### config.mk
export PLATFORM = sky130hd
export DESIGN_NAME = display_scan_mux_flat
export DESIGN_NICKNAME = d
export VERILOG_FILES = /design/src/rtl/display_scan_mux_if.sv /design/src/rtl/display_scan_mux.sv /design/src/flat_wrapper.sv
export SDC_FILE = /design/constraint.sdc
export NUM_CORES = 1
export LEC_CHECK = 0
export CAP_MARGIN = 30
export CORE_ASPECT_RATIO = 1.5
export CORE_MARGIN = 5
export CORE_UTILIZATION = 40
export CTS_CLUSTER_SIZE = 12
export DETAILED_ROUTE_END_ITERATION = 8
export HOLD_SLACK_MARGIN = 0.1
export SLEW_MARGIN = 20
export SYNTH_ARGS = -nofsm -noshare
export SYNTH_HDL_FRONTEND = slang
export SYNTH_SLANG_ARGS = --single-unit
### constraint.sdc
create_clock -name clk -period 2.87 [get_ports clk]
set_input_delay 0.574 -clock clk [delete_from_list [all_inputs] [get_ports clk]]
set_output_delay 0.574 -clock clk [all_outputs]
set_load 0.02 [all_outputs]
### src/rtl/display_scan_mux_if.sv
// Bus between a display controller and the four-digit scan multiplexer.
// The master drives the value and display controls; the slave returns the digit drive.
interface display_scan_mux_if;
    logic        load;
    logic [15:0] value;
    logic        blank;
    logic        lzs;
    logic [3:0]  digit;
    logic [3:0]  an;
    logic        frame_done;

    modport master (
        output load, value, blank, lzs,
        input  digit, an, frame_done
    );

    modport slave (
        input  load, value, blank, lzs,
        output digit, an, frame_done
    );
endinterface

### src/rtl/display_scan_mux.sv
// Four-digit seven-segment scanner: steps through the hex nibbles of a double-buffered
// 16-bit value, holding each digit for PRESCALE cycles.
module display_scan_mux #(
    parameter int unsigned PRESCALE = 4
) (
    input logic               clk,
    input logic               rst,
    display_scan_mux_if.slave bus
);

    localparam int unsigned CntW = (PRESCALE > 1) ? $clog2(PRESCALE) : 1;
    localparam logic [CntW-1:0] CntMax = CntW'(PRESCALE - 1);

    logic [CntW-1:0] cnt_q, cnt_d;
    logic [1:0]      idx_q, idx_d;
    logic [15:0]     pend_q, pend_d;
    logic [15:0]     act_q, act_d;
    logic            pvalid_q, pvalid_d;

    logic            step_end;
    logic            wrap;
    logic [15:0]     act_shift;
    logic            suppressed;

    always_comb begin
        step_end = (cnt_q == CntMax);
        wrap     = step_end && (idx_q == 2'd3);
        cnt_d    = step_end ? '0 : cnt_q + CntW'(1);
        idx_d    = step_end ? idx_q + 2'd1 : idx_q;
        pend_d   = bus.load ? bus.value : pend_q;
        act_d    = act_q;
        pvalid_d = pvalid_q | bus.load;
        // A load landing on the wrap edge bypasses pend and supersedes any older pending value.
        if (wrap) begin
            if (bus.load) begin
                act_d = bus.value;
            end else if (pvalid_q) begin
                act_d = pend_q;
            end
            pvalid_d = 1'b0;
        end
    end

    always_ff @(posedge clk or posedge rst) begin
        if (rst) begin
            cnt_q    <= '0;
            idx_q    <= 2'd0;
            pend_q   <= 16'h0000;
            act_q    <= 16'h0000;
            pvalid_q <= 1'b0;
        end else begin
            cnt_q    <= cnt_d;
            idx_q    <= idx_d;
            pend_q   <= pend_d;
            act_q    <= act_d;
            pvalid_q <= pvalid_d;
        end
    end

    // The current digit and everything above it sit in the low bits after the shift.
    assign act_shift  = act_q >> {idx_q, 2'b00};
    assign suppressed = bus.lzs && (idx_q != 2'd0) && (act_shift == 16'h0000);

    assign bus.digit      = act_shift[3:0];
    assign bus.an         = (bus.blank || suppressed) ? 4'b0000 : (4'b0001 << idx_q);
    assign bus.frame_done = wrap;

endmodule

### src/flat_wrapper.sv
// flat-port wrapper written by rule: the top's interface ports become plain ports
module display_scan_mux_flat 
#(
    parameter int unsigned PRESCALE = 4
)
  (clk, rst, bus_load, bus_value, bus_blank, bus_lzs, bus_digit, bus_an, bus_frame_done);
  display_scan_mux_if bus_i ();
  input logic clk;
  input logic rst;
  input wire logic [$bits(bus_i.load)-1:0] bus_load;
  input wire logic [$bits(bus_i.value)-1:0] bus_value;
  input wire logic [$bits(bus_i.blank)-1:0] bus_blank;
  input wire logic [$bits(bus_i.lzs)-1:0] bus_lzs;
  output wire logic [$bits(bus_i.digit)-1:0] bus_digit;
  output wire logic [$bits(bus_i.an)-1:0] bus_an;
  output wire logic [$bits(bus_i.frame_done)-1:0] bus_frame_done;
  assign bus_i.load = bus_load;
  assign bus_i.value = bus_value;
  assign bus_i.blank = bus_blank;
  assign bus_i.lzs = bus_lzs;
  assign bus_digit = bus_i.digit;
  assign bus_an = bus_i.an;
  assign bus_frame_done = bus_i.frame_done;
  display_scan_mux #(.PRESCALE(PRESCALE)) u_core (.clk(clk), .rst(rst), .bus(bus_i));
endmodule
==> results.yml <==
run_status:
  status: "finished clean"
clock_tree:
  cts_made_buffers: 5
  cts_tree: "built"
  clk_pin_slew_worst_paths_ps: 70
  insertion_delay_ps: 280
  clk_path_buf_depth: 2
  cts_num_sinks: 37
  htree_levels: 2
  cts_root_buf: "clkbuf_8"
floorplan:
  coreArea_um2: 3960
  die_w_um: 62.2
  die_y_um: 88.3
  start_util_pct: 41.2
  rows: 28
  ios: 30
  die-area_um2: 5490
finish:
  multi_input_area_um2: 672
  final_common_cell: "dfrtp_1"
  fin_area_um2: 2120
  diodes: 0
  final_cell_mix: "36 x dfrtp_1, 32 x mux2_2, 26 x clkdlybuf4s50_1"
  ff_latch_area_um2: 927
  nNetsFinal: 171
  drive_above_1_share_pct: 36.3
  fill_cells: 340
  instances_no_fill: 191
  area_delta_synth_final_pct: 29.6
sta:
  min_period_over_period_pct: 99.0
  rsz0062_at_grt: "yes"
  finalMaxSlewViolations: 0
  clock.fmax_mhz: 352
  fin_tns_setup_ps: 0
  relSlewSlack_pct: 67.0
  fin_skew_ps: 3.98
  min_period_ps: 2840
  finalHoldViolCount: 0
  finalWorstSetupSlack_ps: 29.0
  tightest_slew_ps: 493
  setup_viol: 0
global_routing:
  grtUsageMet2_pct: 19.6
  antenna_found_initial: 0
  grt_overflow: 0
  grt_use_met3_pct: 4.07
  grt_pass1_wl_um: 5260
  track_usage_pct: 12.2
  grt_pass1_vias: 1068
  grt_start_max_net_pins: 38
  grt.busiest_layer: "met2"
  use_met1_pct: 15.4
route:
  drtPass1Iterations: 2
  via_per_inst: 5.16
  wire_per_inst_um: 15.8
  vias: 985
  drtAntennaViolNets: 0
  drcViolationCount: 0
  routed_wl_um: 3010
  drt_iter0_markers: 12
setup_path:
  cp-start-kind: "flip-flop"
  crit_chain: "mux4_2 > or2_4 > a2111oi_4 > nor3b_1 > clkdlybuf4s15_1"
  cp.required_ps: 2300
  cp-end-kind: "output pin"
  crit_arrival_ps: 2270
  worst-path-max-fanout: 4
  cp_slowest_stage_delay_ps: 530
  crit_path_top_delay_cell: "mux4_2"
  path_class: "flip-flop to output pin"
  timing.rr.start: "u_core.idx_q[0]$_DFFE_PP0P_"
  crit_start: "u_core.idx_q[0]$_DFFE_PP0P_"
synth:
  synth_area_um2: 1630
  ys_ff_latch: 37
  synth_nets: 132
  synth_cell_types: 23
  synth_warnings: 0
  synthCells: 106
  avgSynthCellArea_um2: 15.4
  seq_area_frac_synth_pct: 56.7
pwr:
  p_switching_uw: 252
  power_density_nw_per_um2: 561
  swShare_pct: 21.3
  ir_drop_mv: 0.504
  clockPowerShare_pct: 38.6
  p_comb_share_pct: 11.5
  power.total_mw: 1.19
  seqPwrFrac_pct: 49.9
  p_int_uw: 935
  power_leakage_nw: 0.883
placed_design:
  hpwl_um: 2270
  place_congestion: 0.712
  io_buffers: 29
  place_area_um2: 2000
  placed_cells: 182
  place_worst_setup_slack_ps: 23.4
hold_path:
  min-delay-start: "u_core.cnt_q[0]$_DFF_PP0_"
  hold_path_class: "flip-flop to flip-flop"
run:
  drv_cap: 0
==> final cells by class <==
class                      count  share of cell area, %
sequential                    37                   43.8
multi-input combinational     62                   31.8
timing repair buffer          36                   15.7
clock buffer                   7                   4.08
tap                           45                   2.66
clock inverter                 1                   1.42
inverter                       3                  0.532
==> timing repair <==
item | 4_1_cts | 5_1_grt
endpoints found under the setup margin | 3 | 3
gates resized for setup | 4 | 7
pin swaps | 1 | 1
hold endpoints to repair | 0 | 0
buffers inserted | 0 | 1
hold buffers | 0 | 0
==> stage by stage <==
stage / hold WS (ps) / utilization, %
after floorplan: 403 / -
after detailed placement: 420 / 50.5
final: 428 / 53.4
after global routing: 440 / 53.4
after global placement: 413 / 50.5
after CTS: 431 / 53.4
==> layer usage <==
layer  part of all wire [%]  wire (um)  vias to the layer above
met5                      0          0                        -
met4                   0.93         28                        0
met3                    4.8        146                        4
met2                     51       1540                       25
met1                     43       1300                      494
li1                       -          -                      462
==> worst max-delay path: cells and delay by family, from the launching register on <==
| family | cells | cell delay [ps] |
|---|---|---|
| buffers and inverters | 1 | 300 |
| AOI/OAI and AO/OA | 1 | 390 |
| muxes | 1 | 530 |
| DFF | 1 | 410 |
| and+or+nand+nor | 2 | 360 |
==> power groups by stage <==
| stage | Clock, mW | Sequential (mW) | Combinational, mW |
|---|---|---|---|
| 5_1_grt | 0.497 | 0.598 | 0.150 |
| 2_1_floorplan | 0 | 0.591 | 0.0823 |
| 4_1_cts | 0.469 | 0.593 | 0.139 |
| 6_report | 0.458 | 0.592 | 0.136 |
| 3_3_place_gp | 0 | 0.601 | 0.136 |
| 3_5_place_dp | 0 | 0.603 | 0.139 |
==> Yosys cell counts <==
| library cell | number | area share (%) |
|---|---|---|
| nor3b_1 | 3 | 1.4 |
| buf_1 | 1 | 0.23 |
| mux2_2 | 32 | 22 |
| o41ai_1 | 1 | 0.54 |
| a2111oi_4 | 1 | 1.7 |
| inv_1 | 3 | 0.69 |
| o21ai_0 | 1 | 0.31 |
| o211ai_1 | 2 | 0.92 |
| mux4_1 | 2 | 3.2 |
| ha_1 | 5 | 3.8 |
| nor2_1 | 4 | 0.92 |
| buf_2 | 1 | 0.31 |
| xor2_1 | 1 | 0.54 |
| nor2b_1 | 1 | 0.38 |
| mux4_2 | 2 | 2.8 |
| or2_4 | 1 | 0.54 |
| nor4_1 | 3 | 1.1 |
| clkbuf_1 | 1 | 0.23 |
| nand2_1 | 1 | 0.23 |
| dfrtp_1 | 37 | 57 |
| o21ai_1 | 1 | 0.31 |
| and2_1 | 1 | 0.38 |
| buf_6 | 1 | 0.69 |
==> worst paths after layout <==
kind                                           endpoint  slack (ps)  cells past startpoint
setup / recovery                              bus_an[2]          30                      5
min in group asynchronous     u_core.pvalid_q$_DFF_PP0_         690                      3
hold / removal                u_core.cnt_q[0]$_DFF_PP0_         430                      1
hold reg to reg               u_core.cnt_q[0]$_DFF_PP0_         430                      1
setup reg to reg           u_core.act_q[10]$_DFFE_PP0P_        1050                      6
max in group asynchronous   u_core.idx_q[0]$_DFFE_PP0P_        1840                      3
==> sequential cells by signal, indices dropped and copies added, names as in the netlist <==
signal,flops
u_core.act_q,16
u_core.pend_q,16
u_core.idx_q,2
u_core.pvalid_q,1
u_core.cnt_q,2
==> cell families (layout without fill, tap and decap cells) <==
family | count (synthesis) | after routing | share of synthesized area [%]
xor gates and xnor gates | 1 | 1 | 0.536
and+or+nand+nor | 14 | 14 | 4.98
muxes | 36 | 36 | 28.0
buffers and inverters | 7 | 47 | 2.14
AOI/OAI and AO/OA | 6 | 6 | 3.75
adders and majority gates | 5 | 5 | 3.83
DFF | 37 | 37 | 56.7
(Power assumes the default switching activity.)
